File: config.mk
export PLATFORM = sky130hd
export DESIGN_NAME = imem_loader_flat
export DESIGN_NICKNAME = d
export VERILOG_FILES = /design/src/rtl/imem_loader_pkg.sv /design/src/rtl/imem_loader_if.sv /design/src/rtl/imem_word_packer.sv /design/src/rtl/imem_loader.sv /design/src/flat_wrapper.sv
export SDC_FILE = /design/constraint.sdc
export NUM_CORES = 1
export LEC_CHECK = 0
export CORE_MARGIN = 2
export CORE_UTILIZATION = 45
export DETAILED_ROUTE_END_ITERATION = 6
export PLACE_DENSITY = 0.79
export SYNTH_ARGS = -nofsm -noshare
export SYNTH_HDL_FRONTEND = slang
export SYNTH_SLANG_ARGS = --single-unit
File: constraint.sdc
create_clock -name clk -period 3.9 [get_ports clk]
set_clock_uncertainty 0.15 [all_clocks]
set_input_delay 1.17 -clock clk [delete_from_list [all_inputs] [get_ports clk]]
set_output_delay 1.17 -clock clk [all_outputs]
set_load 0.02 [all_outputs]
File: src/rtl/imem_loader_pkg.sv
// Shared types and widths for the instruction-memory loader.
package imem_loader_pkg;

  localparam int unsigned BYTE_W    = 8;
  localparam int unsigned HDR_BYTES = 2;
  localparam int unsigned LANES     = 4;
  localparam int unsigned LANE_W    = $clog2(LANES);
  localparam int unsigned WORD_W    = LANES * BYTE_W;
  localparam int unsigned LEN_W     = HDR_BYTES * BYTE_W;
  localparam int unsigned ADDR_W    = 32;

  typedef enum logic [2:0] {
    IDLE,
    HDR0,
    HDR1,
    DATA,
    CSUM,
    DONE,
    ERR
  } state_t;

endpackage

File: src/rtl/imem_loader_if.sv
// Byte-stream input and RAM write port of the loader.
interface imem_loader_if;
  import imem_loader_pkg::*;

  logic                in_valid;
  logic [BYTE_W-1:0]   in_data;
  logic                in_ready;
  logic                wr_en;
  logic [ADDR_W-1:0]   wr_addr;
  logic [WORD_W-1:0]   wr_data;
  logic [LANES-1:0]    wr_strb;

  // Loader side: consumes the stream, drives the RAM write port.
  modport slave (
    input  in_valid, in_data,
    output in_ready, wr_en, wr_addr, wr_data, wr_strb
  );

  // Host/RAM side.
  modport master (
    output in_valid, in_data,
    input  in_ready, wr_en, wr_addr, wr_data, wr_strb
  );
endinterface

File: src/rtl/imem_word_packer.sv
// Packs bytes into little-endian words and emits one registered write per flush.
module imem_word_packer
  import imem_loader_pkg::*;
(
  input  logic              clk,
  input  logic              rst,
  input  logic              take,
  input  logic [BYTE_W-1:0] data,
  input  logic [LANE_W-1:0] lane,
  input  logic              flush,
  output logic              wr_en,
  output logic [WORD_W-1:0] wr_data,
  output logic [LANES-1:0]  wr_strb
);

  logic [WORD_W-1:0] pack_q;
  logic [LANES-1:0]  strb_q;
  logic [WORD_W-1:0] merged_data;
  logic [LANES-1:0]  merged_strb;

  // Current buffer with the incoming byte dropped into its lane.
  always_comb begin
    merged_data = pack_q;
    merged_data[int'(lane)*BYTE_W +: BYTE_W] = data;
    merged_strb = strb_q | (LANES'(1) << lane);
  end

  // Accumulate lanes; on flush publish the word and clear the buffer.
  always_ff @(posedge clk) begin
    if (rst) begin
      pack_q  <= '0;
      strb_q  <= '0;
      wr_en   <= 1'b0;
      wr_data <= '0;
      wr_strb <= '0;
    end else begin
      wr_en <= 1'b0;
      if (take) begin
        if (flush) begin
          wr_en   <= 1'b1;
          wr_data <= merged_data;
          wr_strb <= merged_strb;
          pack_q  <= '0;
          strb_q  <= '0;
        end else begin
          pack_q <= merged_data;
          strb_q <= merged_strb;
        end
      end
    end
  end

endmodule

File: src/rtl/imem_loader.sv
// Instruction-store loader: length-prefixed byte stream -> 32-bit RAM writes.
// Optional trailing XOR checksum byte when LOADER_CHECKSUM_EN is defined.
module imem_loader
  import imem_loader_pkg::*;
#(
  parameter int unsigned       DEPTH     = 256,
  parameter logic [ADDR_W-1:0] BASE_ADDR = 32'h0
) (
  input  logic              clk,
  input  logic              rst,
  input  logic              start,
  imem_loader_if.slave      bus,
  output logic              busy,
  output logic              done,
  output logic              err,
  output logic              cpu_hold,
  output logic [LEN_W-1:0]  bytes_loaded
);

  localparam int unsigned   CAP_BYTES = DEPTH * LANES;
  localparam logic [LEN_W:0] CAP      = (LEN_W+1)'(CAP_BYTES);

  state_t             state;
  logic [LEN_W-1:0]   len_q;
  logic               xfer;
  logic               take;
  logic               last;
  logic               flush;
  logic [LANE_W-1:0]  lane;
  logic [LEN_W-1:0]   hdr_len;
`ifdef LOADER_CHECKSUM_EN
  logic [BYTE_W-1:0]  csum_q;
`endif

  // Transfer qualifiers for the current cycle.
  always_comb begin
    xfer    = bus.in_valid && bus.in_ready;
    take    = xfer && (state == DATA);
    lane    = bytes_loaded[LANE_W-1:0];
    last    = (bytes_loaded == (len_q - LEN_W'(1)));
    flush   = (lane == LANE_W'(LANES - 1)) || last;
    hdr_len = {bus.in_data, len_q[BYTE_W-1:0]};
  end

  imem_word_packer u_packer (
    .clk     (clk),
    .rst     (rst),
    .take    (take),
    .data    (bus.in_data),
    .lane    (lane),
    .flush   (flush),
    .wr_en   (bus.wr_en),
    .wr_data (bus.wr_data),
    .wr_strb (bus.wr_strb)
  );

  // Load sequencer with registered handshake, status and address outputs.
  always_ff @(posedge clk) begin
    if (rst) begin
      state        <= IDLE;
      len_q        <= '0;
      bytes_loaded <= '0;
      bus.in_ready <= 1'b0;
      bus.wr_addr  <= '0;
      busy         <= 1'b0;
      done         <= 1'b0;
      err          <= 1'b0;
      cpu_hold     <= 1'b0;
`ifdef LOADER_CHECKSUM_EN
      csum_q       <= '0;
`endif
    end else begin
      done <= 1'b0;
      case (state)
        IDLE, DONE, ERR: begin
          if (start) begin
            state        <= HDR0;
            len_q        <= '0;
            bytes_loaded <= '0;
            bus.in_ready <= 1'b1;
            busy         <= 1'b1;
            cpu_hold     <= 1'b1;
            err          <= 1'b0;
          end
        end
        HDR0: begin
          if (xfer) begin
            len_q[BYTE_W-1:0] <= bus.in_data;
            state             <= HDR1;
`ifdef LOADER_CHECKSUM_EN
            csum_q            <= bus.in_data;
`endif
          end
        end
        HDR1: begin
          if (xfer) begin
            len_q[LEN_W-1:BYTE_W] <= bus.in_data;
`ifdef LOADER_CHECKSUM_EN
            csum_q <= csum_q ^ bus.in_data;
`endif
            if ({1'b0, hdr_len} > CAP) begin
              state        <= ERR;
              err          <= 1'b1;
              busy         <= 1'b0;
              cpu_hold     <= 1'b0;
              bus.in_ready <= 1'b0;
            end else if (hdr_len == '0) begin
`ifdef LOADER_CHECKSUM_EN
              state        <= CSUM;
`else
              state        <= DONE;
              done         <= 1'b1;
              busy         <= 1'b0;
              cpu_hold     <= 1'b0;
              bus.in_ready <= 1'b0;
`endif
            end else begin
              state <= DATA;
            end
          end
        end
        DATA: begin
          if (xfer) begin
            bytes_loaded <= bytes_loaded + LEN_W'(1);
`ifdef LOADER_CHECKSUM_EN
            csum_q <= csum_q ^ bus.in_data;
`endif
            if (flush) begin
              bus.wr_addr <= BASE_ADDR + ADDR_W'({bytes_loaded[LEN_W-1:LANE_W], LANE_W'(0)});
            end
            if (last) begin
`ifdef LOADER_CHECKSUM_EN
              state        <= CSUM;
`else
              state        <= DONE;
              done         <= 1'b1;
              busy         <= 1'b0;
              cpu_hold     <= 1'b0;
              bus.in_ready <= 1'b0;
`endif
            end
          end
        end
`ifdef LOADER_CHECKSUM_EN
        CSUM: begin
          if (xfer) begin
            busy         <= 1'b0;
            cpu_hold     <= 1'b0;
            bus.in_ready <= 1'b0;
            if ((csum_q ^ bus.in_data) == '0) begin
              state <= DONE;
              done  <= 1'b1;
            end else begin
              state <= ERR;
              err   <= 1'b1;
            end
          end
        end
`endif
        default: begin
          state        <= IDLE;
          busy         <= 1'b0;
          cpu_hold     <= 1'b0;
          bus.in_ready <= 1'b0;
        end
      endcase
    end
  end

endmodule

File: src/flat_wrapper.sv
// flat-port wrapper written by rule: the top's interface ports become plain ports
module imem_loader_flat import imem_loader_pkg::*;
#(
  parameter int unsigned       DEPTH     = 256,
  parameter logic [ADDR_W-1:0] BASE_ADDR = 32'h0
)
  (clk, rst, start, busy, done, err, cpu_hold, bytes_loaded, bus_in_valid, bus_in_data, bus_in_ready, bus_wr_en, bus_wr_addr, bus_wr_data, bus_wr_strb);
  imem_loader_if bus_i ();
  input  logic clk;
  input  logic rst;
  input  logic start;
  output logic busy;
  output logic done;
  output logic err;
  output logic cpu_hold;
  output logic [LEN_W-1:0] bytes_loaded;
  input wire logic [$bits(bus_i.in_valid)-1:0] bus_in_valid;
  input wire logic [$bits(bus_i.in_data)-1:0] bus_in_data;
  output wire logic [$bits(bus_i.in_ready)-1:0] bus_in_ready;
  output wire logic [$bits(bus_i.wr_en)-1:0] bus_wr_en;
  output wire logic [$bits(bus_i.wr_addr)-1:0] bus_wr_addr;
  output wire logic [$bits(bus_i.wr_data)-1:0] bus_wr_data;
  output wire logic [$bits(bus_i.wr_strb)-1:0] bus_wr_strb;
  assign bus_i.in_valid = bus_in_valid;
  assign bus_i.in_data = bus_in_data;
  assign bus_in_ready = bus_i.in_ready;
  assign bus_wr_en = bus_i.wr_en;
  assign bus_wr_addr = bus_i.wr_addr;
  assign bus_wr_data = bus_i.wr_data;
  assign bus_wr_strb = bus_i.wr_strb;
  imem_loader #(.DEPTH(DEPTH), .BASE_ADDR(BASE_ADDR)) u_core (.clk(clk), .rst(rst), .start(start), .bus(bus_i), .busy(busy), .done(done), .err(err), .cpu_hold(cpu_hold), .bytes_loaded(bytes_loaded));
endmodule
==> results.md, run 1 <==
* Slew Limit Headroom at 0.368
* Die Y at 123 microns
* Final core occ at 0.563
* Hold Path Class: reg -> reg
* Final setup fails at 0
* Area leader, netlist: dfxtp_1
* Total number of yosys warnings at 0
* Cell Rows at 43
* Critical Path AT at 3.64 ns
* Cells after Synth at 794
* IO buf count at 83
* PwrDens at 407 mW/mm^2
* Asr flop ratio synth at 0
* Routed WL at 17000 microns
* CTS root buffer: clkbuf_16
* Vias in the first global route at 5206
* Crit Path Max Fanout at 31
* Metal3 WL at 1090 microns
* Ant diodes at 0
* Core area at 0.0138 sq mm
* DRT Pass-1 Iters at 6
* Maximum VDD drop at 314 uV
* Synth top area share at 0.395
* Residual DRC at 0
* Leakage at 0.00263 uW
* Placed cell count at 1018
* Startpoint types: register
* Critical path class: reg -> reg
* RSZ-0062 raised after global routing: false
* Worst hold slack at 0.331 ns
* H-tree depth at 4
* Area of the multi-input gates at 0.00334 sq mm
* GP Congestion at 0.982
* Synthesized flop and latch total at 125
* Clock Latency Late Sink at 0.42 ns
* DR top layer: met4
* Xor/xnor share of the synthesized area at 0.0457
* CP max stage cell: or4_1
* DP Wirelength at 11300 microns
* CTS Hold Bufs at 0
* P&R area growth vs syn at 23.0%
* Synth Cell Area at 0.00633 sq mm
* # resized after CTS at 0
* Peak Freq at 290 MHz
* Slew @ Worst Pin at 0.948 ns
* Worst path bufs/invs at 1
* Vias at 5904
* Bufs on Longest Clock Path at 2
* Via density per instance at 5.64
* Largest family of logic cells by synthesized area: simple AND/OR/NAND/NOR gates
* Slowest Stage Delay on Critical Path at 0.70 ns
* Synth Area in Simple Gates at 0.242
* CP delay by family, top: compound AO/OA/AOI/OAI gates
* Final period utilization at 0.883
* Initial core utilization at 0.458
* Top FF cell, synth: dfxtp_1
* I/O pins at 102
* Post-synthesis adder-cell area fraction at 0.0198
* Post-synthesis compound-gate area fraction at 0.195
* Final setup TNS at 0 ns
* Minimum clock period at 3.45 ns
* Outcome: completed
* Fill count at 1234
* Final #Nets at 879
* Total power at 3170 uW
* Syn avg cell area at 7.97 sq um
* Worst-path clk slew at 0.05 ns
* Hold Vio Cnt, Final at 0
* Count leader, synth: dfxtp_1
* Grt total ovfl at 0
* R2R Setup Slk at 0.45 ns
* M1 wire length at 7680 microns
* DRT iter0 DRCs at 535
* WL/cell at 16.2 microns
* CP required at 4.09 ns
* Met2 routed wirelength at 7780 microns
* Commonest cells in the synthesized netlist: dfxtp_1, nor2_1, nor3_1
* CP Cell Sequence: or4_1, nor3b_2, mux2i_1, nor2_1, o21a_2, a21oi_4, buf_4, o21ai_1, a21oi_1
* Reg area at 0.00250 sq mm
* Cts bufs inserted at 17
* Share of layout cells above drive strength 1 at 0.0946
* Tot GR Track Use at 0.230
* Critical path capture point type: register
* Die area at 0.0150 sq mm
* Largest net degree at the start of global routing at 88
* Register area share after synthesis at 0.395
* Cell variety after synth at 63
* Die Width at 123 microns
* Initial antenna violation count at 0
* Final ANT Viol Nets at 0
* Synth top area cells: dfxtp_1, nor3_1, a21oi_1
* Fin cells at 1047
* Post-CTS Setup Inserts at 0
* Max-cap violations at 0
* # clock sinks at 125
* Post-synthesis mux area share at 0.0142
* Slew Limit Fails at 0
* CTS tree: yes
* First-pass GRT wire length at 26800 microns
* Number of synthesized flops with an enable pin at 0
==> registers in the layout, summed over array words and instances, names as in the netlist <==
name                     cells
u_core.bytes_loaded         16
u_core.u_packer.wr_data     32
u_core.bus.wr_addr          14
u_core.err                   1
u_core.busy                  1
u_core.done                  1
u_core.len_q                16
u_core.u_packer.wr_en        1
u_core.state                 3
u_core.u_packer.strb_q       4
u_core.u_packer.wr_strb      4
u_core.u_packer.pack_q      32
==> kinds of logic (layout without fill, tap and decap cells) <==
group                      count (synthesis)  in the layout
AOI/OAI and AO/OA                        194            194
buffers and inverters                    114            170
muxes                                      9              9
adders and majority gates                 10             10
xor gates and xnor gates                  33             33
other                                      1             18
and+or+nand+nor                          308            308
DFF                                      125            125
==> power breakdown <==
group	switching, uW	leakage (uW)	internal [uW]
clock	548	0.000270	926
sequential	33.1	0.00101	1300
combinational	229	0.00136	138
==> final cells by class <==
cell class | count | share of cell area
clock buffers | 22 | 0.0622
clock inverters | 7 | 0.00836
inverters | 32 | 0.0154
multi-input cells | 572 | 0.429
flip-flops and latches | 125 | 0.321
well taps | 180 | 0.0289
repair buffers | 109 | 0.135
==> cell usage in the layout (no fill, tap or decap), types with 3 or more instances in the layout <==
| master | Yosys | layout |
|---|---|---|
| conb_1 | 1 | 18 |
| o21ai_0 | 34 | 34 |
| clkdlybuf4s50_1 | 0 | 82 |
| and4_1 | 4 | 4 |
| clkinv_2 | 0 | 4 |
| clkbuf_16 | 0 | 17 |
| nor3_1 | 71 | 71 |
| a21oi_2 | 5 | 5 |
| ha_1 | 10 | 10 |
| nand2_1 | 56 | 55 |
| nor2_1 | 83 | 83 |
| nor2b_1 | 12 | 12 |
| and3_1 | 4 | 3 |
| nand4_1 | 7 | 7 |
| nor3_2 | 4 | 4 |
| a21oi_1 | 69 | 69 |
| dfxtp_1 | 125 | 125 |
| o22ai_1 | 3 | 3 |
| xnor2_1 | 18 | 18 |
| nand3_1 | 32 | 32 |
| a211oi_2 | 6 | 6 |
| buf_4 | 22 | 25 |
| mux2i_1 | 9 | 9 |
| nor4_1 | 9 | 9 |
| o21ai_1 | 15 | 15 |
| xor2_1 | 15 | 15 |
| clkbuf_8 | 0 | 4 |
| a211oi_1 | 3 | 3 |
| a22oi_1 | 33 | 33 |
| and2_1 | 4 | 4 |
| a21o_1 | 4 | 4 |
| nand2b_1 | 4 | 4 |
| inv_1 | 32 | 32 |
| nor4b_1 | 3 | 3 |
| o21a_1 | 4 | 4 |
==> per-layer routing <==
metal / track usage / vias to the layer above
li1: - / 2874
met5: 0 / -
met1: 0.315 / 2780
met4: 0.0999 / 0
met3: 0.0493 / 33
met2: 0.350 / 217
==> worst reg2reg max path, cell delays in order (launching register included) <==
cell and delay, ns:
dfxtp_1 0.35, or4_1 0.70, nor3b_2 0.33, mux2i_1 0.21, nor2_1 0.06, o21a_2 0.29
a21oi_4 0.70, buf_4 0.35, o21ai_1 0.09, a21oi_1 0.14
==> stage by stage <==
step / cell area (sq um) / setup slack, ns
floorplan: 6390 / 0.852
global placement: 7240 / 0.467
detailed placement: 7240 / 0.393
CTS: 7790 / 0.468
global route: 7790 / 0.216
finish: 7790 / 0.454
==> final timing paths <==
path	from	endpoint	cells after the start
max reg2reg	u_core.len_q[0]	u_core.bus.wr_addr[7]	9
min reg2reg	u_core.bus.wr_addr[11]	u_core.bus.wr_addr[11]	2
min	u_core.bus.wr_addr[11]	u_core.bus.wr_addr[11]	2
max	u_core.len_q[0]	u_core.bus.wr_addr[7]	9
Power figures use the tool's default switching activity.
==> run 2, diff against run 1 <==
Settings changed: ABC_CLOCK_PERIOD_IN_PS set to 3900, CORE_UTILIZATION 45 to 35, PLACE_DENSITY 0.79 to 0.66.
==> results.md, run 2 (same netlist as run 1, synthesis figures left out) <==
* Area of the multi-input gates at 0.00334 sq mm
* RSZ-0062 raised after global routing: false
* Final setup TNS at 0 ns
* Ant diodes at 0
* First-pass GRT wire length at 28600 microns
* Final ANT Viol Nets at 0
* Routing usage on met2 at 0.301
* Startpoint types: register
* Core area at 0.0178 sq mm
* # resized after CTS at 0
* P&R area growth vs syn at 26.0%
* H-tree depth at 4
* GR peak layer: met2
* Crit path depth at 9
* Biggest regs: u_core.u_packer.pack_q: 32 flops, u_core.u_packer.wr_data: 32 flops
* Peak Freq at 291 MHz
* Vias at 5867
* DRT Pass-1 Iters at 6
* Cts bufs inserted at 17
* CP max stage cell: or4_1
* PwrDens at 436 mW/mm^2
* Die Y at 138 microns
* Worst Setup EP: u_core.bus.wr_addr[4]
* Most frequent cells in the layout: dfxtp_1, nor2_1, clkdlybuf4s50_1
* Routed WL at 17900 microns
* R2r worst-path depth at 9
* Final period utilization at 0.882
* Initial antenna violation count at 0
* Critical path class: reg -> reg
* Crit Path Max Fanout at 22
* CTS tree: yes
* Maximum VDD drop at 323 uV
* Final #Nets at 882
* Bufs on Longest Clock Path at 2
* Largest net degree at the start of global routing at 64
* Die area at 0.0192 sq mm
* Hold Vio Cnt, Final at 0
* IO buf count at 83
* DRT iter0 DRCs at 519
* Most common cell after layout, fill and taps aside: dfxtp_1
* Slew Limit Headroom at 0.463
* Worst hold slack at 0.316 ns
* Vias in the first global route at 5463
* Final core occ at 0.447
* Max-cap violations at 0
* Origin of the worst setup path: u_core.len_q[2]
* Minimum clock period at 3.44 ns
* CTS root buffer: clkbuf_16
* Share of layout cells above drive strength 1 at 0.102
* Fill count at 1749
* Hold Path Class: reg -> reg
* Initial core utilization at 0.355
* CP delay by family, top: compound AO/OA/AOI/OAI gates
* Grt total ovfl at 0
* CTS Hold Bufs at 0
* Post-CTS Setup Inserts at 0
* DP Wirelength at 11800 microns
* GP Congestion at 0.904
* Die Width at 138 microns
* Worst r2r dst: u_core.bus.wr_addr[4]
* Residual DRC at 0
* Worst path bufs/invs at 1
* Critical Path AT at 3.63 ns
* Leakage at 0.00268 uW
* Cell Rows at 49
* Worst-path clk slew at 0.06 ns
* CP Cell Sequence: or4_1, nor3b_2, mux2i_1, nor2_1, o21a_2, a21oi_4, buf_4, o21ai_1, a21oi_1
* Slew Limit Fails at 0
* WL/cell at 16.2 microns
* I/O pins at 102
* Final setup fails at 0
* GR Util met3 at 0.0371
* CP required at 4.09 ns
* GRT met1 Usage at 0.244
* Clock Latency Late Sink at 0.42 ns
* Tot GR Track Use at 0.184
* # clock sinks at 125
* Crit Reg-Reg Startpoint: u_core.len_q[2]
* Outcome: completed
* Critical path capture point type: register
* Slowest Stage Delay on Critical Path at 0.67 ns
* Slew @ Worst Pin at 0.805 ns
* Via density per instance at 5.32
* R2R Setup Slk at 0.46 ns
* Reg area at 0.00250 sq mm
-- run 2: changes by cell type in the layout (fill, tap and decap cells not counted), sizes merged --
cell / previous run / this run
clkinv: 4 / 3
clkbuf: 22 / 19
bufinv: 1 / 5
clkinvlp: 2 / 5
buf: 27 / 30
-- run 2: through the flow --
step	cell area [sq um]	power, uW	std cells	worst slack, ns
floorplan	6390	1630	811	0.852
global placement	7310	1720	1070	0.487
detailed placement	7310	1720	1070	0.469
CTS	7980	3500	1102	0.495
global route	7980	3590	1102	0.163
finish	7980	3480	1102	0.462
-- run 2: worst min path at each step --
stage | depth (start not counted) | endpoint | from | slack [ns]
after CTS | 2 | u_core.err | u_core.err | 0.32
after floorplan | 1 | u_core.u_packer.strb_q[3] | u_core.u_packer.strb_q[3] | 0.31
after detailed placement | 2 | u_core.err | u_core.err | 0.31
final | 2 | u_core.err | u_core.err | 0.32
after global placement | 2 | u_core.err | u_core.err | 0.31
after global routing | 1 | u_core.u_packer.strb_q[3] | u_core.u_packer.strb_q[3] | 0.34
-- run 2: cell type report --
type,instances,share of cell area
clock buffer,19,0.0568
clock inverter,13,0.0268
inverter,32,0.0151
multi-input combinational,572,0.419
sequential,125,0.314
tap,229,0.0359
timing repair buffer,112,0.133
-- run 2: worst min-delay path, stage by stage, from the launching register on --
cell and delay [ns]:
dfxtp_1 0.32, nor2_1 0.05, nor2_1 0.06
-- run 2: routing by layer --
| metal | wire [microns] | up-vias |
|---|---|---|
| li1 | - | 2884 |
| met1 | 8080 | 2759 |
| met2 | 8410 | 204 |
| met3 | 1160 | 20 |
| met4 | 252 | 0 |
| met5 | 0 | - |
-- run 2: where the power goes --
group / leakage (uW) / internal, uW / switching, uW / total, uW
sequential: 0.00101 / 1290 / 34.0 / 1330
clock: 0.000308 / 1170 / 607 / 1780
combinational: 0.00137 / 141 / 231 / 372
total: 0.00268 / 2610 / 872 / 3480
==> run 3, diff against run 2 <==
Settings changed: CORE_UTILIZATION 35 to 54, PLACE_DENSITY 0.66 to 0.9, RECOVER_POWER set to 100.
==> results.md, run 3 (same netlist as run 1, synthesis figures left out) <==
* Outcome: completed
* Most frequent cells in the layout: dfxtp_1, nor2_1, dlygate4sd3_1
* # clock sinks at 125
* Critical path capture point type: register
* Crit Path Max Fanout at 26
* Total power at 3590 uW
* Core area at 0.0114 sq mm
* Share of layout cells above drive strength 1 at 0.0825
* Final ANT Viol Nets at 0
* Hold Path Class: reg -> reg
* Routed WL at 17700 microns
* PwrDens at 461 mW/mm^2
* DP Wirelength at 10800 microns
* Tot GR Track Use at 0.277
* Minimum clock period at 3.57 ns
* Crit path depth at 11
* Ant diodes at 0
* Worst path bufs/invs at 2
* H-tree depth at 4
* Worst-path clk slew at 0.06 ns
* Max-cap violations at 0
* CTS root buffer: clkbuf_16
* Slew @ Worst Pin at 1.15 ns
* Peak Freq at 280 MHz
* CP required at 4.04 ns
* Hold Path Cell Cnt at 2
* CTS tree: yes
* Leakage at 0.00291 uW
* Cell Rows at 39
* First-pass GRT wire length at 28200 microns
* RSZ-0062 raised after global routing: false
* Maximum VDD drop at 316 uV
* Cts bufs inserted at 17
* Slew Limit Headroom at 0.233
* Post-CTS Setup Inserts at 0
* Die Width at 112 microns
* Largest net degree at the start of global routing at 85
* GP Congestion at 1.00
* Startpoint types: register
* Bufs on Longest Clock Path at 2
* P&R area growth vs syn at 23.1%
* Via density per instance at 6.06
* Hold Vio Cnt, Final at 0
* Residual DRC at 0
* Final period utilization at 0.917
* WL/cell at 17.6 microns
* Slew Limit Fails at 0
* Placed inst area at 0.00712 sq mm
* Final setup TNS at 0 ns
* Die area at 0.0126 sq mm
* Critical path class: reg -> reg
* Vias at 6087
* Die Y at 112 microns
* Final core occ at 0.682
* CP max stage cell: nor3b_2
* Initial antenna violation count at 0
* Clock Latency Late Sink at 0.43 ns
* DRT iter0 DRCs at 803
* Biggest regs: u_core.u_packer.pack_q: 32 flops, u_core.u_packer.wr_data: 32 flops
* DRT Pass-1 Iters at 5
* IO buf count at 83
* Grt total ovfl at 0
* I/O pins at 102
* Fin area at 0.00779 sq mm
* Critical Path AT at 3.71 ns
* Final setup fails at 0
* CP Cell Sequence: inv_1, ha_1, nor3b_2, a21oi_1, a311o_1, nor4b_1, and4_1, a211oi_1, clkbuf_2, a22oi_1, nor2_1
* Slowest Stage Delay on Critical Path at 0.47 ns
* Final #Nets at 870
* CTS Hold Bufs at 0
* Initial core utilization at 0.554
* Vias in the first global route at 5593
* # resized after CTS at 0
* R2r worst-path depth at 11
* CP delay by family, top: simple AND/OR/NAND/NOR gates
* Most common cell after layout, fill and taps aside: dfxtp_1
-- run 3: cell types whose count changed in the layout (fill, tap and decap cells not counted), sizes merged --
cell,previous run,this run
clkdlybuf4s50,82,8
dlygate4sd3,0,74
buf,30,16
clkbuf,19,22
clkinvlp,5,2
bufinv,5,7
a21oi,75,76
clkinv,3,2
-- run 3: metal layers --
layer	global-route usage	routed length (microns)	vias up
li1	-	-	2847
met1	0.367	7420	2908
met2	0.430	8240	290
met3	0.0653	1490	42
met4	0.132	517	0
met5	0	0	-
-- run 3: worst register-to-register path: cells and delay by family (launching register included) --
| family | cells | cell delay, ns |
|---|---|---|
| compound gates | 4 | 0.98 |
| buf+inv | 2 | 0.50 |
| flops | 1 | 0.36 |
| fa+ha+maj | 1 | 0.17 |
| simple gates | 4 | 1.29 |
-- run 3: path summary, 6_finish.rpt --
| path | from | to | slack (ns) |
|---|---|---|---|
| worst max-delay path | u_core.len_q[0] | u_core.u_packer.pack_q[30] | 0.33 |
| worst min-delay path | u_core.bus.wr_addr[8] | u_core.bus.wr_addr[8] | 0.32 |
| worst min register to register | u_core.bus.wr_addr[8] | u_core.bus.wr_addr[8] | 0.32 |
| worst max register to register | u_core.len_q[0] | u_core.u_packer.pack_q[30] | 0.33 |
-- run 3: final cells by class --
class,instances,area [sq um]
multi-input combinational,573,3310
clock buffer,21,470
fill,865,3630
inverter,32,120
clock inverter,11,235
sequential,125,2500
timing repair buffer,99,971
tap,143,179
-- run 3: power by group --
part           leakage [uW]  internal [uW]  switching [uW]
combinational       0.00156            134             231
clock              0.000339           1310             582
sequential          0.00101           1300            33.6
-- run 3: through the flow --
| stage | hold slack [ns] | worst slack, ns | std cells |
|---|---|---|---|
| 6_report | 0.323 | 0.325 | 1004 |
| 5_1_grt | 0.347 | 0.0890 | 1004 |
| 4_1_cts | 0.332 | 0.107 | 1003 |
| 3_5_place_dp | 0.322 | 0.266 | 971 |
| 3_3_place_gp | 0.307 | 0.333 | 971 |
| 2_1_floorplan | 0.308 | 0.852 | 811 |
